===== src/rtl/ltf_sync_fsm_pkg.sv =====
// Shared definitions for the LTF sync detector: FSM encoding, ratio scaling
// and the default noise floor.
package ltf_sync_pkg;

    typedef enum logic [1:0] {
        ST_IDLE    = 2'd0,
        ST_PLATEAU = 2'd1,
        ST_TRACK   = 2'd2,
        ST_HOLDOFF = 2'd3
    } state_t;

    // cfg_ratio is a fraction over 2**RATIO_SHIFT
    localparam int RATIO_SHIFT   = 4;
    localparam int LTF_DEF_NOISE = 15000;

endpackage


===== src/rtl/ltf_sync_fsm_if.sv =====
// Sample input stream and detection-record output stream of the LTF detector.
// The slave view is the detector itself; the master view is its environment.
interface ltf_sync_fsm_if #(
    parameter int MAG_WIDTH = 26,
    parameter int IDX_WIDTH = 32
);
    logic                 i_tvalid;
    logic                 i_tready;
    logic                 i_tlast;
    logic [MAG_WIDTH-1:0] corr_mag;
    logic [MAG_WIDTH-1:0] pow_mag;

    logic                 det_tvalid;
    logic                 det_tready;
    logic                 det_tlast;
    logic [IDX_WIDTH-1:0] det_idx;
    logic [MAG_WIDTH-1:0] det_mag;
    logic [MAG_WIDTH-1:0] det_pow;

    modport slave (
        input  i_tvalid, i_tlast, corr_mag, pow_mag, det_tready,
        output i_tready, det_tvalid, det_tlast, det_idx, det_mag, det_pow
    );

    modport master (
        output i_tvalid, i_tlast, corr_mag, pow_mag, det_tready,
        input  i_tready, det_tvalid, det_tlast, det_idx, det_mag, det_pow
    );
endinterface


===== src/rtl/ltf_sync_fsm_ratio_cmp.sv =====
// Registered threshold compare: corr/pow ratio test plus noise gate on both
// magnitudes, loaded only on accepted samples.
module ltf_ratio_cmp
    import ltf_sync_pkg::*;
#(
    parameter int MAG_WIDTH = 26
) (
    input  logic                 clk,
    input  logic                 reset_n,
    input  logic                 clear,
    input  logic                 en,
    input  logic [MAG_WIDTH-1:0] corr_mag,
    input  logic [MAG_WIDTH-1:0] pow_mag,
    input  logic [3:0]           ratio,
    input  logic [MAG_WIDTH-1:0] thr,
    output logic                 above
);
    localparam int PROD_W = MAG_WIDTH + RATIO_SHIFT;

    // Full-width products so neither side can wrap.
    function automatic logic ratio_above(
        input logic [MAG_WIDTH-1:0] corr,
        input logic [MAG_WIDTH-1:0] pow,
        input logic [3:0]           num,
        input logic [MAG_WIDTH-1:0] floor_v
    );
        logic [PROD_W-1:0] lhs;
        logic [PROD_W-1:0] rhs;
        lhs = {corr, {RATIO_SHIFT{1'b0}}};
        rhs = PROD_W'(pow) * PROD_W'(num);
        return (lhs > rhs) && (pow > floor_v) && (corr > floor_v);
    endfunction

    always_ff @(posedge clk or negedge reset_n) begin
        if (!reset_n) begin
            above <= 1'b0;
        end else if (clear) begin
            above <= 1'b0;
        end else if (en) begin
            above <= ratio_above(corr_mag, pow_mag, ratio, thr);
        end
    end

endmodule


===== src/rtl/ltf_sync_fsm.sv =====
// LTF/preamble detector back end: plateau qualification, peak search, holdoff
// and a 1-deep detection record register with sticky overflow.
module ltf_sync_fsm
    import ltf_sync_pkg::*;
#(
    parameter int MAG_WIDTH = 26,
    parameter int CNT_WIDTH = 12,
    parameter int IDX_WIDTH = 32,
    parameter int DEF_NOISE = LTF_DEF_NOISE
) (
    input  logic                 clk,
    input  logic                 reset_n,
    input  logic                 clear,
    input  logic                 cfg_arm,
    input  logic [3:0]           cfg_ratio,
    input  logic [MAG_WIDTH-1:0] cfg_noise_thres,
    input  logic [CNT_WIDTH-1:0] cfg_plateau_len,
    input  logic [CNT_WIDTH-1:0] cfg_search_len,
    input  logic [CNT_WIDTH-1:0] cfg_holdoff_len,
    ltf_sync_fsm_if.slave        bus,
    output logic                 det_ovf,
    output logic [1:0]           state,
    output logic                 above
);

    logic                 w_accept;
    logic [MAG_WIDTH-1:0] w_thr;
    logic [CNT_WIDTH-1:0] w_plen;
    logic [CNT_WIDTH-1:0] w_slen;

    logic [IDX_WIDTH-1:0] r_idx;

    logic                 r_vld_p1;
    logic [MAG_WIDTH-1:0] r_corr_p1;
    logic [MAG_WIDTH-1:0] r_pow_p1;
    logic [IDX_WIDTH-1:0] r_idx_p1;
    logic                 r_tlast_p1;

    state_t               r_state;
    state_t               w_state_n;
    logic [CNT_WIDTH-1:0] r_cnt;
    logic [CNT_WIDTH-1:0] w_cnt_n;
    logic [CNT_WIDTH-1:0] w_cnt_inc;
    logic                 w_seed;
    logic                 w_upd;
    logic                 w_emit;

    logic [MAG_WIDTH-1:0] r_max;
    logic [IDX_WIDTH-1:0] r_max_idx;
    logic [MAG_WIDTH-1:0] r_max_pow;
    logic                 r_max_tlast;
    logic                 w_take;
    logic                 w_build_ld;
    logic [MAG_WIDTH-1:0] w_rec_mag;
    logic [IDX_WIDTH-1:0] w_rec_idx;
    logic [MAG_WIDTH-1:0] w_rec_pow;
    logic                 w_rec_tlast;

    logic                 r_det_vld;
    logic                 r_det_tlast;
    logic [IDX_WIDTH-1:0] r_det_idx;
    logic [MAG_WIDTH-1:0] r_det_mag;
    logic [MAG_WIDTH-1:0] r_det_pow;
    logic                 r_ovf;

    // The block never back-pressures; clear blocks acceptance for its cycle.
    assign bus.i_tready = reset_n & ~clear;
    assign w_accept     = bus.i_tvalid & ~clear;

    assign w_thr  = (cfg_noise_thres == '0) ? MAG_WIDTH'(DEF_NOISE) : cfg_noise_thres;
    assign w_plen = (cfg_plateau_len == '0) ? CNT_WIDTH'(1) : cfg_plateau_len;
    assign w_slen = (cfg_search_len  == '0) ? CNT_WIDTH'(1) : cfg_search_len;

    always_ff @(posedge clk or negedge reset_n) begin
        if (!reset_n) begin
            r_idx <= '0;
        end else if (clear) begin
            r_idx <= '0;
        end else if (w_accept) begin
            r_idx <= r_idx + IDX_WIDTH'(1);
        end
    end

    // ---- stage p1: accepted sample aligned with its registered compare ----
    always_ff @(posedge clk or negedge reset_n) begin
        if (!reset_n) begin
            r_vld_p1 <= 1'b0;
        end else if (clear) begin
            r_vld_p1 <= 1'b0;
        end else begin
            r_vld_p1 <= w_accept;
        end
    end

    always_ff @(posedge clk) begin
        if (w_accept) begin
            r_corr_p1  <= bus.corr_mag;
            r_pow_p1   <= bus.pow_mag;
            r_idx_p1   <= r_idx;
            r_tlast_p1 <= bus.i_tlast;
        end
    end

    ltf_ratio_cmp #(
        .MAG_WIDTH (MAG_WIDTH)
    ) u_cmp (
        .clk      (clk),
        .reset_n  (reset_n),
        .clear    (clear),
        .en       (w_accept),
        .corr_mag (bus.corr_mag),
        .pow_mag  (bus.pow_mag),
        .ratio    (cfg_ratio),
        .thr      (w_thr),
        .above    (above)
    );

    // ---- FSM: one step per stage-p1 sample; disarm acts on any clock ----
    always_comb begin
        w_state_n = r_state;
        w_cnt_n   = r_cnt;
        w_cnt_inc = r_cnt + CNT_WIDTH'(1);
        w_seed    = 1'b0;
        w_upd     = 1'b0;
        w_emit    = 1'b0;
        if (!cfg_arm) begin
            w_state_n = ST_IDLE;
            w_cnt_n   = '0;
        end else if (r_vld_p1) begin
            case (r_state)
                ST_IDLE: begin
                    w_state_n = ST_PLATEAU;
                    w_cnt_n   = '0;
                end
                ST_PLATEAU: begin
                    w_cnt_n = above ? w_cnt_inc : '0;
                    if (above && (w_cnt_inc >= w_plen)) begin
                        w_seed    = 1'b1;
                        w_state_n = ST_TRACK;
                        w_cnt_n   = CNT_WIDTH'(1);
                        w_emit    = (w_slen == CNT_WIDTH'(1));
                    end
                end
                ST_TRACK: begin
                    w_cnt_n = w_cnt_inc;
                    w_upd   = (r_corr_p1 > r_max);
                    w_emit  = (w_cnt_inc >= w_slen);
                end
                ST_HOLDOFF: begin
                    w_cnt_n = w_cnt_inc;
                    if (w_cnt_inc >= cfg_holdoff_len) begin
                        w_state_n = ST_PLATEAU;
                        w_cnt_n   = '0;
                    end
                end
                default: begin
                    w_state_n = ST_IDLE;
                end
            endcase
            if (w_emit) begin
                w_state_n = (cfg_holdoff_len == '0) ? ST_PLATEAU : ST_HOLDOFF;
                w_cnt_n   = '0;
            end
        end
    end

    always_ff @(posedge clk or negedge reset_n) begin
        if (!reset_n) begin
            r_state <= ST_IDLE;
            r_cnt   <= '0;
        end else if (clear) begin
            r_state <= ST_IDLE;
            r_cnt   <= '0;
        end else begin
            r_state <= w_state_n;
            r_cnt   <= w_cnt_n;
        end
    end

    // Record under construction; the emitted record uses the post-update view.
    assign w_take      = w_seed | w_upd;
    assign w_build_ld  = w_seed | (cfg_arm & r_vld_p1 & (r_state == ST_TRACK));
    assign w_rec_mag   = w_take ? r_corr_p1 : r_max;
    assign w_rec_idx   = w_take ? r_idx_p1  : r_max_idx;
    assign w_rec_pow   = w_take ? r_pow_p1  : r_max_pow;
    assign w_rec_tlast = w_seed ? r_tlast_p1 : (r_max_tlast | r_tlast_p1);

    always_ff @(posedge clk) begin
        if (w_build_ld) begin
            r_max       <= w_rec_mag;
            r_max_idx   <= w_rec_idx;
            r_max_pow   <= w_rec_pow;
            r_max_tlast <= w_rec_tlast;
        end
    end

    // ---- stage p2: 1-deep output record; drop and flag when still stalled ----
    always_ff @(posedge clk or negedge reset_n) begin
        if (!reset_n) begin
            r_det_vld   <= 1'b0;
            r_det_tlast <= 1'b0;
            r_det_idx   <= '0;
            r_det_mag   <= '0;
            r_det_pow   <= '0;
            r_ovf       <= 1'b0;
        end else if (clear) begin
            r_det_vld   <= 1'b0;
            r_det_tlast <= 1'b0;
            r_det_idx   <= '0;
            r_det_mag   <= '0;
            r_det_pow   <= '0;
            r_ovf       <= 1'b0;
        end else if (w_emit && r_det_vld && !bus.det_tready) begin
            r_ovf <= 1'b1;
        end else if (w_emit) begin
            r_det_vld   <= 1'b1;
            r_det_tlast <= w_rec_tlast;
            r_det_idx   <= w_rec_idx;
            r_det_mag   <= w_rec_mag;
            r_det_pow   <= w_rec_pow;
        end else if (r_det_vld && bus.det_tready) begin
            r_det_vld <= 1'b0;
        end
    end

    assign bus.det_tvalid = r_det_vld;
    assign bus.det_tlast  = r_det_tlast;
    assign bus.det_idx    = r_det_idx;
    assign bus.det_mag    = r_det_mag;
    assign bus.det_pow    = r_det_pow;
    assign det_ovf        = r_ovf;
    assign state          = r_state;

endmodule

===== src/flat_wrapper.sv =====
// flat-port wrapper written by rule: the top's interface ports become plain ports
module ltf_sync_fsm_flat import ltf_sync_pkg::*;
#(
    parameter int MAG_WIDTH = 26,
    parameter int CNT_WIDTH = 12,
    parameter int IDX_WIDTH = 32,
    parameter int DEF_NOISE = LTF_DEF_NOISE
)
  (clk, reset_n, clear, cfg_arm, cfg_ratio, cfg_noise_thres, cfg_plateau_len, cfg_search_len, cfg_holdoff_len, det_ovf, state, above, bus_i_tvalid, bus_i_tlast, bus_corr_mag, bus_pow_mag, bus_det_tready, bus_i_tready, bus_det_tvalid, bus_det_tlast, bus_det_idx, bus_det_mag, bus_det_pow);
  ltf_sync_fsm_if #(.MAG_WIDTH(MAG_WIDTH), .IDX_WIDTH(IDX_WIDTH)) bus_i ();
  input  logic clk;
  input  logic reset_n;
  input  logic clear;
  input  logic cfg_arm;
  input  logic [3:0] cfg_ratio;
  input  logic [MAG_WIDTH-1:0] cfg_noise_thres;
  input  logic [CNT_WIDTH-1:0] cfg_plateau_len;
  input  logic [CNT_WIDTH-1:0] cfg_search_len;
  input  logic [CNT_WIDTH-1:0] cfg_holdoff_len;
  output logic det_ovf;
  output logic [1:0] state;
  output logic above;
  input wire logic [$bits(bus_i.i_tvalid)-1:0] bus_i_tvalid;
  input wire logic [$bits(bus_i.i_tlast)-1:0] bus_i_tlast;
  input wire logic [$bits(bus_i.corr_mag)-1:0] bus_corr_mag;
  input wire logic [$bits(bus_i.pow_mag)-1:0] bus_pow_mag;
  input wire logic [$bits(bus_i.det_tready)-1:0] bus_det_tready;
  output wire logic [$bits(bus_i.i_tready)-1:0] bus_i_tready;
  output wire logic [$bits(bus_i.det_tvalid)-1:0] bus_det_tvalid;
  output wire logic [$bits(bus_i.det_tlast)-1:0] bus_det_tlast;
  output wire logic [$bits(bus_i.det_idx)-1:0] bus_det_idx;
  output wire logic [$bits(bus_i.det_mag)-1:0] bus_det_mag;
  output wire logic [$bits(bus_i.det_pow)-1:0] bus_det_pow;
  assign bus_i.i_tvalid = bus_i_tvalid;
  assign bus_i.i_tlast = bus_i_tlast;
  assign bus_i.corr_mag = bus_corr_mag;
  assign bus_i.pow_mag = bus_pow_mag;
  assign bus_i.det_tready = bus_det_tready;
  assign bus_i_tready = bus_i.i_tready;
  assign bus_det_tvalid = bus_i.det_tvalid;
  assign bus_det_tlast = bus_i.det_tlast;
  assign bus_det_idx = bus_i.det_idx;
  assign bus_det_mag = bus_i.det_mag;
  assign bus_det_pow = bus_i.det_pow;
  ltf_sync_fsm #(.MAG_WIDTH(MAG_WIDTH), .CNT_WIDTH(CNT_WIDTH), .IDX_WIDTH(IDX_WIDTH), .DEF_NOISE(DEF_NOISE)) u_core (.clk(clk), .reset_n(reset_n), .clear(clear), .cfg_arm(cfg_arm), .cfg_ratio(cfg_ratio), .cfg_noise_thres(cfg_noise_thres), .cfg_plateau_len(cfg_plateau_len), .cfg_search_len(cfg_search_len), .cfg_holdoff_len(cfg_holdoff_len), .bus(bus_i), .det_ovf(det_ovf), .state(state), .above(above));
endmodule

===== config.mk =====
export PLATFORM = sky130hd
export DESIGN_NAME = ltf_sync_fsm_flat
export DESIGN_NICKNAME = d
export VERILOG_FILES = /design/src/rtl/ltf_sync_fsm_pkg.sv /design/src/rtl/ltf_sync_fsm_if.sv /design/src/rtl/ltf_sync_fsm_ratio_cmp.sv /design/src/rtl/ltf_sync_fsm.sv /design/src/flat_wrapper.sv
export SDC_FILE = /design/constraint.sdc
export NUM_CORES = 1
export LEC_CHECK = 0
export BUFFER_PORTS_ARGS = -buffer_cell sky130_fd_sc_hd__buf_2
export CAP_MARGIN = 20
export CORE_MARGIN = 5
export CORE_UTILIZATION = 64
export DETAILED_ROUTE_END_ITERATION = 8
export PLACE_DENSITY = 0.86
export SLEW_MARGIN = 20
export SYNTH_ARGS = -nofsm -noshare
export SYNTH_HDL_FRONTEND = slang
export SYNTH_SLANG_ARGS = --single-unit

===== constraint.sdc =====
create_clock -name clk -period 22.4 [get_ports clk]
set_clock_uncertainty 0.05 [all_clocks]
set_input_delay 0 -clock clk [delete_from_list [all_inputs] [get_ports clk]]
set_output_delay 0 -clock clk [all_outputs]
set_load 0.05 [all_outputs]

Word level (Yosys, flattened, before mapping):

Cells that the tools add are included.

* bits in registers: 305
* latch bits: 0
* RAM bits: 0
* bits in read-only memories: 0
* input port bits: 125
* output and inout port bits: 91
* word-level logic and storage cells: 124
* memories kept: 0

* add/sub/neg operators: 2
* multipliers: 1
* div/mod/pow operators: 0
* $lt $le $gt $ge: 7
* equal/unequal tests: 9
* shifts and indexed selects: 0
* muxes and demuxes: 59
* bitwise logic cells: 8
* reduce and logical (&&, ||, !) cells: 19

Operators with widths (count)
* $mux W26: 9
* $mux W32: 6
* $mux W12: 9
* $gt A26 B26 Y1: 3
* $pmux W12 S4: 1
* $ge A12 B12 Y1: 3
* $logic_not A12 Y1: 3
* $add A32 B1 Y32 const B: 1
* $gt A30 B30 Y1: 1
* $mul A26 B4 Y30: 1
* $logic_not A26 Y1: 1
* $mux W1: 25
* $mux W2: 7
* $add A12 B1 Y12 const B: 1
* $eq A12 B1 Y1 const B: 1
* $ne A5 B3 Y1 const B: 2
* $logic_and A1 B1 Y1: 6
* $ne A6 B2 Y1 const B: 1
* $pmux W2 S3: 1
* $reduce_bool A2 Y1: 3
* $and A1 B1 Y1: 4
* $eq A2 B2 Y1 const B: 2
* $reduce_and A2 Y1: 2
* $reduce_and A4 Y1: 1
* other kinds (9): 11

Depth between registers and ports, before layout:

* word-level depth: 14
* mapped depth: 24
* depth with buffers taken out: 23

Modules after synthesis:

A second synthesis with hierarchy kept.

* cell total of the unflattened synthesis: 1963
* area, all modules: 20240.7 µm²

By module, submodules not included
* ltf_sync_fsm: times used 1, cells an instance 1297, area each 14961.8 µm², sequential area each 8458.1 µm²
* ltf_ratio_cmp: times used 1, cells an instance 666, area each 5278.8 µm², sequential area each 25.0 µm²

Least setup slack after synthesis:

OpenSTA, ideal clock, no wires.

* kind: flip-flop to flip-flop
* start: reg u_core.r_cnt[0]
* end: reg u_core.r_max[0], enable pin
* setup time: 0.658 ns
* arrival: 8.576 ns
* required time: 21.692 ns
* path slack: 13.116 ns
* stages on the path, launching flop included: 13
* buffers on the path: 0
* clock period less this slack: 9.284 ns
* cells stage by stage: dfrtp_1 > ha_1 > nand3_1 > nor2_1 > and3_1 > nand3_1 > xnor2_1 > ha_1 > a211o_1 > a31oi_1 > nor2_1 > nand3_1 > a21boi_0

* longest elaborated chain between the ends: 8

Ends and longest elaborated chain
* start: declaration: RTL line ltf_sync_fsm.sv:41 `logic [CNT_WIDTH-1:0] r_cnt;`
* start signal: assignment: RTL line ltf_sync_fsm.sv:176 `r_cnt <= w_cnt_n;`
* $add A12 B1 Y12: RTL line ltf_sync_fsm.sv:122 `w_cnt_inc = r_cnt + CNT_WIDTH'(1);`
* $ge A12 B12 Y1: RTL line ltf_sync_fsm.sv:137 `if (above && (w_cnt_inc >= w_plen)) begin`
* $logic_and A1 B1 Y1: RTL line ltf_sync_fsm.sv:137
* $mux W1: RTL line ltf_sync_fsm.sv:137
* $mux W1: RTL line ltf_sync_fsm.sv:130 `case (r_state)`
* $mux W1: RTL line ltf_sync_fsm.sv:129 `end else if (r_vld_p1) begin`
* $mux W1: RTL line ltf_sync_fsm.sv:126 `if (!cfg_arm) begin`
* $or A1 B1 Y1: RTL line ltf_sync_fsm.sv:182 `assign w_build_ld = w_seed | (cfg_arm & r_vld_p1 & (r_state == ST_TRACK));`
* net u_core.w_build_ld: RTL line ltf_sync_fsm.sv:53 `logic w_build_ld;`
* end signal: assignment: RTL line ltf_sync_fsm.sv:190 `r_max <= w_rec_mag;`
* end: declaration: RTL line ltf_sync_fsm.sv:48 `logic [MAG_WIDTH-1:0] r_max;`

The timed path passes the listed nets, and every way through them passes these cells.
A chain may end at the register's enable or synchronous reset.

Worst setup path after layout:

* start: in bus_pow_mag[0]
* end: reg u_core.u_cmp.above

* longest elaborated chain between the ends: 6
* elaborated cells on any way between the ends: 7
* classes of those cells: mul: 1; order compare: 2; mux: 2; reduce/logical: 2

Ends and longest elaborated chain
* start: declaration: RTL line flat_wrapper.sv:26 `input wire logic [$bits(bus_i.pow_mag)-1:0] bus_pow_mag;`
* $mul A26 B4 Y30: RTL line ltf_sync_fsm_ratio_cmp.sv:30 `rhs = PROD_W'(pow) * PROD_W'(num);`
* $gt A30 B30 Y1: RTL line ltf_sync_fsm_ratio_cmp.sv:31 `return (lhs > rhs) && (pow > floor_v) && (corr > floor_v);`
* $logic_and A1 B1 Y1 (*) (2 in series): RTL line ltf_sync_fsm_ratio_cmp.sv:31
* $mux W1 (*): RTL line ltf_sync_fsm_ratio_cmp.sv:39 `end else if (en) begin`
* $mux W1 (*): RTL line ltf_sync_fsm_ratio_cmp.sv:37 `end else if (clear) begin`
* end signal: assignment: RTL line ltf_sync_fsm_ratio_cmp.sv:40 `above <= ratio_above(corr_mag, pow_mag, ratio, thr);`
* end: declaration: RTL line ltf_sync_fsm_ratio_cmp.sv:16 `output logic above`

Mark *: on every way between the ends. The rest lies on a longest branch, timed or not. The select of a mux whose other input is x is not followed.

==> summary.md <==
| Metric | Value |
|---|---|
| Status | finished, final reports clean |
| CP Max Fanout | 6 |
| Highest clock rate | between 150 and 200 MHz |
| Hpwl dp | 33500 µm |
| LEAKAGE | 10.7 nW |
| Final setup viols | 0 |
| Critical Path RT | 22.82 ns |
| Clk slew on worst S/H paths | 0.06 ns |
| Initial Util | 65.0% |
| Syn_area_per_cell | approximately 12 µm² |
| Power density cells | 66.1 nW/µm² |
| Num CTS Buffers | 30 |
| First-pass detailed-route iteration total | 5 |
| Final period utilization | between 20% and 30% |
| Minimum clock period after layout | 5.97 ns |
| Worst R2R Path Depth | 16 |
| Main synth FF type | edfxtp_1 |
| Synth Register Bits | 305 |
| Final #Nets | 2241 |
| Core ar. | 28900 µm² |
| Iter 0 DRT Violations | roughly 1000 |
| Most common cell after layout, fill and taps aside | buf_2 |
| Vias per inst | between 6 and 7 |
| Drt drc | 0 |
| Max VDD drop | 57.9 µV |
| Placed Area | 20100 µm² |
| Setup crit end | u_core.u_cmp.above |
| WL final | around 48000 µm |
| Via count | ~14000 |
| Cells after Synth | 1615 |
| Post-synth EDFFs | 170 |
| Fillcell total | 1845 |
| Origin of the worst setup path | bus_pow_mag[0] |
| I/O pin count | 216 |
| Slew headroom | a little under a third |
| Final Cell Area | 21800 µm² |
| TritonCTS clock tree | built |
| MaxCap Viol Count | 0 |
| Setup CP Type | in2reg |
| Initial antenna violation count | 0 |
| RD Place Congestion | around 0.93 |
| Die Footprint | 32800 µm² |
| RSZ-0062 raised after global routing | no |
| Arrival time worst endpoint | 6.39 ns |
| Clock Path Buffers | 3 |
| Final Util | 75.7% |
| CP Launch Type | primary input |
| Final non-filler cell total | around 2300 |
| First-pass GRT wire length | 76400 µm |
| Reg-to-reg endpoint | u_core.bus.det_pow[20] |
| Vias in the first global route | 14300 |
| Cell Chain, Critical Path | dlygate4sd3_1, buf_2, nand2_1, fa_1, fa_1, inv_1, ha_1, a211oi_1, o21ai_0, o21bai_1, o221ai_1, or4b_2, a311o_1, a21oi_1, xor2_1, ha_1, and4_1, nand3_1, or3_1, a221oi_1, o41ai_1, and4b_1, a211oi_1 |
| Async S/R FF share, synth | roughly 44% |
| Critical path endpoint category | register |
| Multi-input logic area | 9310 µm² |
| DIE WIDTH | between 150 and 200 µm |
| Largest net degree at the start of global routing | 93 |
| PortBufs | 215 |
| Slowest stage delay, CP | 0.65 ns |
| Syn-to-layout area delta | 16.5% |
| Cells after DPL | 2179 |
| Std-Cell Rows | 62 |
| Root buffer cell | clkbuf_16 |
| Setup tns final | 0 ns |
| Sequential area share after synthesis | a little under half |
| DRT antenna net count | 0 |
| Final Hold Vio Count | 0 |
| Post_cts resized | 0 |
| Least-Margin Pin Slew | 1.02 ns |
| Critical-path cell with the highest stage delay | or4b_2 |
| Most frequent cells in the layout | buf_2, inv_1, ha_1 |
| Die H | 181 µm |
| Synth unique cells | 67 |
| Reg2reg start | u_core.r_cnt[0] |
| Syn Std Cell Area | roughly 19000 µm² |
| Register area | about 8500 µm² |
| Syn Nets | between 1500 and 2000 |
| Slew Viols, Final | 0 |
| CTS sink cnt | a little over 300 |
| Wire length per cell | between 20 and 25 µm |
| Final hold slack | between 0.04 and 0.05 ns |
| Ys Warns | 0 |
| Later-pin clock latency in the skew report | 0.58 ns |
| GR Overflow Total | 0 |
| R2R setup slack | 16.63 ns |
| Global Route Usage Sum | 28.6% |
| H-Tree Depth | 1 |
| Worst hold-check path type | in2reg |
| Share of cells above drive strength 1 | 19.8% |
| Number of diodes | 0 |
[Yosys cell counts (35+ instances only)]
library cell	number	area share [%]
fa_1	48	5.1
dfrtp_1	135	18
inv_1	191	3.8
and2_1	73	2.4
a21o_1	41	1.6
o21ai_0	35	0.93
a21oi_1	55	1.5
a22o_1	93	4.3
nor2_1	79	1.6
ha_1	181	12
edfxtp_1	170	27
nand2_1	72	1.4
xor2_1	39	1.8
mux2_4	60	4.8
[worst min path at each step]
| stage | start | to | slack [ns] | cells after the start |
|---|---|---|---|---|
| 2_1_floorplan | reset_n | u_core.bus.det_idx[0] | -0.35 | 0 |
| 3_3_place_gp | reset_n | u_core.r_cnt[10] | 0.1 | 1 |
| 3_5_place_dp | reset_n | u_core.r_cnt[10] | 0.10 | 1 |
| 4_1_cts | cfg_holdoff_len[5] | u_core.state[1] | 0.04 | 5 |
| 5_1_grt | cfg_holdoff_len[2] | u_core.state[1] | 0.10 | 5 |
| 6_report | cfg_holdoff_len[5] | u_core.state[1] | 0.04 | 5 |
[critical path, delay by kind of cell]
kind,cells,cell delay (ns)
AND/OR/NAND/NOR,6,1.72
XOR/XNOR,1,0.09
AO/OA/AOI/OAI,9,2.05
adder cells (fa/ha/maj),4,1.73
buffers and inverters,3,0.79
[area by class of cell]
cell class / instances / area share (%)
clock inverters: 12 / 0.997
well taps: 384 / 2.20
repair buffers: 285 / 8.13
flip-flops and latches: 305 / 38.8
clock buffers: 44 / 3.95
multi-input cells: 1074 / 42.6
inverters: 191 / 3.28
[cell families after synthesis]
family,count (synthesis),synth area share (%)
AOI/OAI and AO/OA,314,12.4
xor gates and xnor gates,59,2.76
muxes,85,6.30
and+or+nand+nor,387,10.8
DFF,305,45.2
adders and majority gates,229,17.2
buffers and inverters,236,5.34
[flip-flops by register name (all words and copies together) (netlist names)]
register,flops
u_core.r_corr_p1,26
u_core.r_cnt,12
u_core.state,2
u_core.r_vld_p1,1
u_core.r_tlast_p1,1
u_core.bus.det_mag,26
u_core.bus.det_pow,26
u_core.r_max_idx,32
u_core.u_cmp.above,1
u_core.bus.det_tvalid,1
u_core.r_max,26
u_core.bus.det_tlast,1
u_core.bus.det_idx,32
u_core.det_ovf,1
u_core.r_idx_p1,32
u_core.r_max_tlast,1
u_core.r_idx,32
u_core.r_pow_p1,26
u_core.r_max_pow,26
[power by group]
group          total, mW  internal, mW  switching [mW]
Sequential         0.607         0.602         0.00541
Clock              0.549         0.326           0.222
Combinational      0.288         0.121           0.166
[per-layer routing]
layer / global-route usage [%] / vias to the layer above / share of wire (%)
met5: 0 / - / 0
met2: 48.5 / 560 / 49
met3: 4.10 / 106 / 6.9
met1: 38.9 / 6891 / 41
li1: - / 6349 / -
met4: 8.23 / 0 / 3.0
[through the flow]
| stage | total power, mW | setup WS (ns) |
|---|---|---|
| finish | 1.44 | 16.43 |
| global route | 1.51 | 16.24 |
| CTS | 1.44 | 16.55 |
| detailed placement | 0.890 | 16.28 |
| global placement | 0.878 | 16.54 |
| floorplan | 0.809 | 13.12 |
[what timing repair did]
| item | CTS | global route |
|---|---|---|
| hold buffers | 59 | 0 |
| setup buffers | 0 | 0 |
| endpoints found under the hold margin | 182 | 0 |
No activity file was read; power rests on OpenSTA's default activity.
